## config.mk

```make
export PLATFORM = sky130hd
export DESIGN_NAME = id_ex_pipeline_reg
export DESIGN_NICKNAME = d
export VERILOG_FILES = /design/src/rtl/id_ex_pipeline_reg.sv
export SDC_FILE = /design/constraint.sdc
export NUM_CORES = 1
export LEC_CHECK = 0
export ABC_AREA = 1
export CORE_AREA = 8 8 128 130
export DETAILED_ROUTE_END_ITERATION = 6
export DIE_AREA = 0 0 136 138
export DONT_BUFFER_PORTS = 1
export RECOVER_POWER = 25
export SYNTH_ARGS = -nofsm -noshare
export SYNTH_HDL_FRONTEND = slang
export SYNTH_SLANG_ARGS = --single-unit
```

## constraint.sdc

```tcl
create_clock -name CLK -period 3.5 [get_ports CLK]
set_clock_uncertainty 0.15 [all_clocks]
set_input_delay 0.7 -clock CLK [delete_from_list [all_inputs] [get_ports CLK]]
set_output_delay 0.7 -clock CLK [all_outputs]
set_load 0.005 [all_outputs]
```

## src/rtl/id_ex_pipeline_reg.sv

```systemverilog
// ID/EX pipeline register with load-use hazard detection, flush squashing and a
// saturating bubble counter. EX-stage outputs are the registered decode fields.
module id_ex_pipeline_reg (
    input  logic        CLK,
    input  logic        RESET_N,

    input  logic        ID_VALID,
    input  logic [31:0] ID_PC,
    input  logic [4:0]  ID_RS1_ADDR,
    input  logic [4:0]  ID_RS2_ADDR,
    input  logic [4:0]  ID_RD_ADDR,
    input  logic [31:0] ID_DATA1,
    input  logic [31:0] ID_DATA2,
    input  logic [31:0] ID_IMM,
    input  logic [2:0]  ID_FUNC3,
    input  logic [6:0]  ID_FUNC7,
    input  logic [7:0]  ID_CTRL,
    input  logic [2:0]  ID_ALU_OP,
    input  logic        FLUSH,

    output logic        EX_VALID,
    output logic [31:0] EX_PC,
    output logic [4:0]  EX_RS1_ADDR,
    output logic [4:0]  EX_RS2_ADDR,
    output logic [4:0]  EX_RD_ADDR,
    output logic [31:0] EX_DATA1,
    output logic [31:0] EX_DATA2,
    output logic [31:0] EX_IMM,
    output logic [2:0]  EX_FUNC3,
    output logic [6:0]  EX_FUNC7,
    output logic [7:0]  EX_CTRL,
    output logic [2:0]  EX_ALU_OP,

    output logic        LOAD_USE_STALL,
    output logic [15:0] BUBBLE_COUNT
);

    localparam int unsigned CTRL_MEM_READ = 5;
    localparam logic [15:0] COUNT_MAX     = 16'hFFFF;

    logic        ex_valid_q,    ex_valid_d;
    logic [31:0] ex_pc_q,       ex_pc_d;
    logic [4:0]  ex_rs1_addr_q, ex_rs1_addr_d;
    logic [4:0]  ex_rs2_addr_q, ex_rs2_addr_d;
    logic [4:0]  ex_rd_addr_q,  ex_rd_addr_d;
    logic [31:0] ex_data1_q,    ex_data1_d;
    logic [31:0] ex_data2_q,    ex_data2_d;
    logic [31:0] ex_imm_q,      ex_imm_d;
    logic [2:0]  ex_func3_q,    ex_func3_d;
    logic [6:0]  ex_func7_q,    ex_func7_d;
    logic [7:0]  ex_ctrl_q,     ex_ctrl_d;
    logic [2:0]  ex_alu_op_q,   ex_alu_op_d;
    logic [15:0] bubble_count_q, bubble_count_d;

    logic ex_is_load;
    logic rd_nonzero;
    logic src_match;
    logic hazard;
    logic stall;
    logic kill_slot;

    // A load in EX whose destination is read by the live instruction in ID.
    // x0 is excluded since it never carries a real dependency.
    always_comb begin
        ex_is_load = ex_valid_q & ex_ctrl_q[CTRL_MEM_READ];
        rd_nonzero = (ex_rd_addr_q != 5'd0);
        src_match  = (ex_rd_addr_q == ID_RS1_ADDR) | (ex_rd_addr_q == ID_RS2_ADDR);
        hazard     = ex_is_load & ID_VALID & rd_nonzero & src_match;
        stall      = hazard & ~FLUSH;
        kill_slot  = FLUSH | hazard;
    end

    always_comb begin
        // Data fields always load; they are meaningless whenever the slot is not valid.
        ex_pc_d       = ID_PC;
        ex_rs1_addr_d = ID_RS1_ADDR;
        ex_rs2_addr_d = ID_RS2_ADDR;
        ex_rd_addr_d  = ID_RD_ADDR;
        ex_data1_d    = ID_DATA1;
        ex_data2_d    = ID_DATA2;
        ex_imm_d      = ID_IMM;
        ex_func3_d    = ID_FUNC3;
        ex_func7_d    = ID_FUNC7;
        ex_valid_d    = ID_VALID;
        ex_ctrl_d     = ID_VALID ? ID_CTRL   : 8'd0;
        ex_alu_op_d   = ID_VALID ? ID_ALU_OP : 3'd0;

        // Flush and bubble both squash the slot so no side effect can escape it.
        if (kill_slot) begin
            ex_valid_d  = 1'b0;
            ex_ctrl_d   = 8'd0;
            ex_alu_op_d = 3'd0;
        end

        bubble_count_d = bubble_count_q;
        if (stall && (bubble_count_q != COUNT_MAX)) begin
            bubble_count_d = bubble_count_q + 16'd1;
        end
    end

    // NOTE: state registers use non-blocking assignments so every flop samples
    // the pre-edge values of the others, independent of process ordering.
    always_ff @(posedge CLK or negedge RESET_N) begin
        if (!RESET_N) begin
            ex_valid_q     <= 1'b0;
            ex_pc_q        <= 32'd0;
            ex_rs1_addr_q  <= 5'd0;
            ex_rs2_addr_q  <= 5'd0;
            ex_rd_addr_q   <= 5'd0;
            ex_data1_q     <= 32'd0;
            ex_data2_q     <= 32'd0;
            ex_imm_q       <= 32'd0;
            ex_func3_q     <= 3'd0;
            ex_func7_q     <= 7'd0;
            ex_ctrl_q      <= 8'd0;
            ex_alu_op_q    <= 3'd0;
            bubble_count_q <= 16'd0;
        end else begin
            ex_valid_q     <= ex_valid_d;
            ex_pc_q        <= ex_pc_d;
            ex_rs1_addr_q  <= ex_rs1_addr_d;
            ex_rs2_addr_q  <= ex_rs2_addr_d;
            ex_rd_addr_q   <= ex_rd_addr_d;
            ex_data1_q     <= ex_data1_d;
            ex_data2_q     <= ex_data2_d;
            ex_imm_q       <= ex_imm_d;
            ex_func3_q     <= ex_func3_d;
            ex_func7_q     <= ex_func7_d;
            ex_ctrl_q      <= ex_ctrl_d;
            ex_alu_op_q    <= ex_alu_op_d;
            bubble_count_q <= bubble_count_d;
        end
    end

    assign EX_VALID       = ex_valid_q;
    assign EX_PC          = ex_pc_q;
    assign EX_RS1_ADDR    = ex_rs1_addr_q;
    assign EX_RS2_ADDR    = ex_rs2_addr_q;
    assign EX_RD_ADDR     = ex_rd_addr_q;
    assign EX_DATA1       = ex_data1_q;
    assign EX_DATA2       = ex_data2_q;
    assign EX_IMM         = ex_imm_q;
    assign EX_FUNC3       = ex_func3_q;
    assign EX_FUNC7       = ex_func7_q;
    assign EX_CTRL        = ex_ctrl_q;
    assign EX_ALU_OP      = ex_alu_op_q;
    assign LOAD_USE_STALL = stall;
    assign BUBBLE_COUNT   = bubble_count_q;

endmodule

```

==> results.md <==
* Clock slew at the register clock pins of the worst setup and hold paths at 70 ps
* Yosys reg bits at 181
* CP Class: flop to output pin
* Die area at 0.0188 mm²
* WP data required at 2650 ps
* Placer Congestion at 0.792
* Maximum vdd drop at between 0.0003 and 0.0004 V
* Core Footprint at ~0.014 mm²
* Pwr Density at ~660 mW/mm²
* Post-route ant nets at 0
* Most common cell after layout, fill and taps aside: dfrtp_1
* DR pass1 iterations at 4
* Fmax achieved at 397 MHz
* Nets at 562
* Hold Crit Class: primary input to asynchronous set/reset pin
* Initial antenna violation count at 8
* Initial Utilization at 38.1%
* Final Cycle Share at between 70% and 80%
* Die height at between 100 and 150 µm
* Deepest level of the CTS H-tree at 4
* Relative slew slack at 65.1%
* Top cells by area, synth: dfrtp_1, nand2_1, inv_1, nor2_1, xor2_1
* DRC Markers at 0
* Largest net degree at the start of global routing at between 150 and 200
* Filler Cell Count at 1293
* Top cell type's share of synthesized area at between 80 and 90%
* P&R area growth vs syn at 14.4%
* Port Buf Inserts at 0
* Crit. End Element: output pin
* Final hold vios at about 180
* CP startpoint kind: flop
* Post-Syn Area at 0.00546 mm²
* Post-synth top area cell: dfrtp_1
* Pleak at between 2 and 3 nW
* Final WL at 15000 µm
* Post-synth cell types at 19
* Clock period minus worst slack at around 2500 ps
* All-Layer GR Usage at between 10% and 20%
* Outcome: finished, violations left
* Final setup viols at 0
* Routed vias at roughly 2.8k
* Commonest cells after routing, fill and taps aside: dfrtp_1, nand2_1, inv_1
* Cts bufs inserted at 17
* Worst-Margin Slew at approximately 520 ps
* Die Wd at around 140 µm
* Sink Count at around 180
* First-pass GRT wire length at between 20000 and 25000 µm
* Clock Tree Buf Depth at 2
* Mean post-synth cell area at about 14 µm²
* Top Ports at 350
* RSZ-0062 raised after global routing: no
* CTS tree: done
* Avg WL per Cell at around 25 µm
* Pins Over Slew Limit at 0
* Share of layout cells above drive strength 1 at roughly 11%
* Max Cap Viol at 0
* Sequential-to-total area share from yosys stat at 83.0%
* Clock Latency Late Sink at 410 ps
* Area of the multi-input gates at around 760 µm²
* Setup TNS at 0 ps
* Hold_ws at -174 ps
* Post-Synthesis Cells at roughly 380
* Violated checks: negative hold slack
* GR Overflow Total at 0
* Rows at between 40 and 50
* Clk root buf: clkbuf_16
* Vias in the first global route at between 3k and 4k
* Number of DRC markers in iteration 0 at around 120
* Dpl hpwl at 11700 µm
* Seq. cell area at around 0.0045 mm²
* Syn Nets at between 500 and 600
* Crit path max fanout at 6
* Worst path arrival time at roughly 1700 ps
* Post-CTS setup buffer count at 0
* Post-CTS sizing at 0
* Synthesis warning total at 0
* Via density at between 4 and 5
## worst max-delay path, stage by stage (launching register included)
cell and delay, ps:
dfrtp_1 460, nor2_1 130, nor2_1 60, nor2_1 140, nand3_1 110, nand2_2 130
nand3_2 120, inv_1 100
## cell type report
class / count / area share (%)
Tap cell: 184 / 3.69
Sequential cell: 181 / 72.5
Multi-Input combinational cell: 156 / 12.2
Antenna cell: 2 / 0.0801
Clock buffer: 20 / 7.31
Clock inverter: 12 / 1.98
Inverter: 37 / 2.22
## cells by family after synthesis
group,count (synthesis),share of synthesized area (%)
fa+ha+maj,1,0.229
simple gates,141,11.5
buf+inv,40,3.05
flops,181,83.0
xor+xnor,14,2.25
## synthesized netlist by cell type (all sizes together)
cell and n:
dfrtp 181, nand2 85, inv 37, nor2 34, nand3 10, xor2 9
nand4 7, xnor2 5, nor3 4, buf 3, ha 1, nor4 1
## final timing paths
| check | start | endpoint | slack (ps) | depth (start not counted) |
|---|---|---|---|---|
| hold reg to reg | BUBBLE_COUNT[14] | BUBBLE_COUNT[14] | 430 | 2 |
| min in group CLK | ID_IMM[11] | EX_IMM[11] | 160 | 0 |
| setup / recovery | EX_RD_ADDR[0] | LOAD_USE_STALL | 980 | 7 |
| max in group asynchronous | RESET_N | EX_DATA2[23] | 3190 | 0 |
| hold / removal | RESET_N | EX_DATA1[28] | -170 | 0 |
| setup reg to reg | BUBBLE_COUNT[0] | BUBBLE_COUNT[13] | 1600 | 9 |
## state kept, by name, indices dropped and copies added (netlist names)
name / cells
EX_DATA1: 32
EX_DATA2: 32
EX_IMM: 32
EX_PC: 32
BUBBLE_COUNT: 16
EX_CTRL: 8
EX_FUNC7: 7
EX_RD_ADDR: 5
EX_RS1_ADDR: 5
EX_RS2_ADDR: 5
EX_ALU_OP: 3
EX_FUNC3: 3
EX_VALID: 1
## power by group
part	switching, mW	internal [mW]	total (mW)
registers	0.0718	2.19	2.26
logic	0.0188	0.0108	0.0296
clock network	0.831	0.987	1.82
total	0.922	3.19	4.11
## through the flow
step | cells | total power [mW] | setup slack [ps] | util [%] | cell area, µm²
after floorplan | 377 | 2.29 | 1370 | - | 5460
after global placement | 558 | 2.33 | 1260 | 39.6 | 5660
after detailed placement | 558 | 2.33 | 1220 | 39.6 | 5660
after CTS | 590 | 4.17 | 967 | 43.6 | 6240
after global routing | 592 | 4.26 | 840 | 43.6 | 6250
final | 592 | 4.11 | 982 | 43.6 | 6250
## layer usage
| layer | vias to the layer above | routed length [µm] | global-route usage (%) |
|---|---|---|---|
| li1 | 1178 | - | - |
| met1 | 1382 | 4620 | 14.0 |
| met2 | 182 | 7790 | 26.8 |
| met3 | 25 | 2240 | 11.5 |
| met4 | 12 | 219 | 4.86 |
| met5 | - | 81 | 0 |
(Power assumes the default switching activity.)
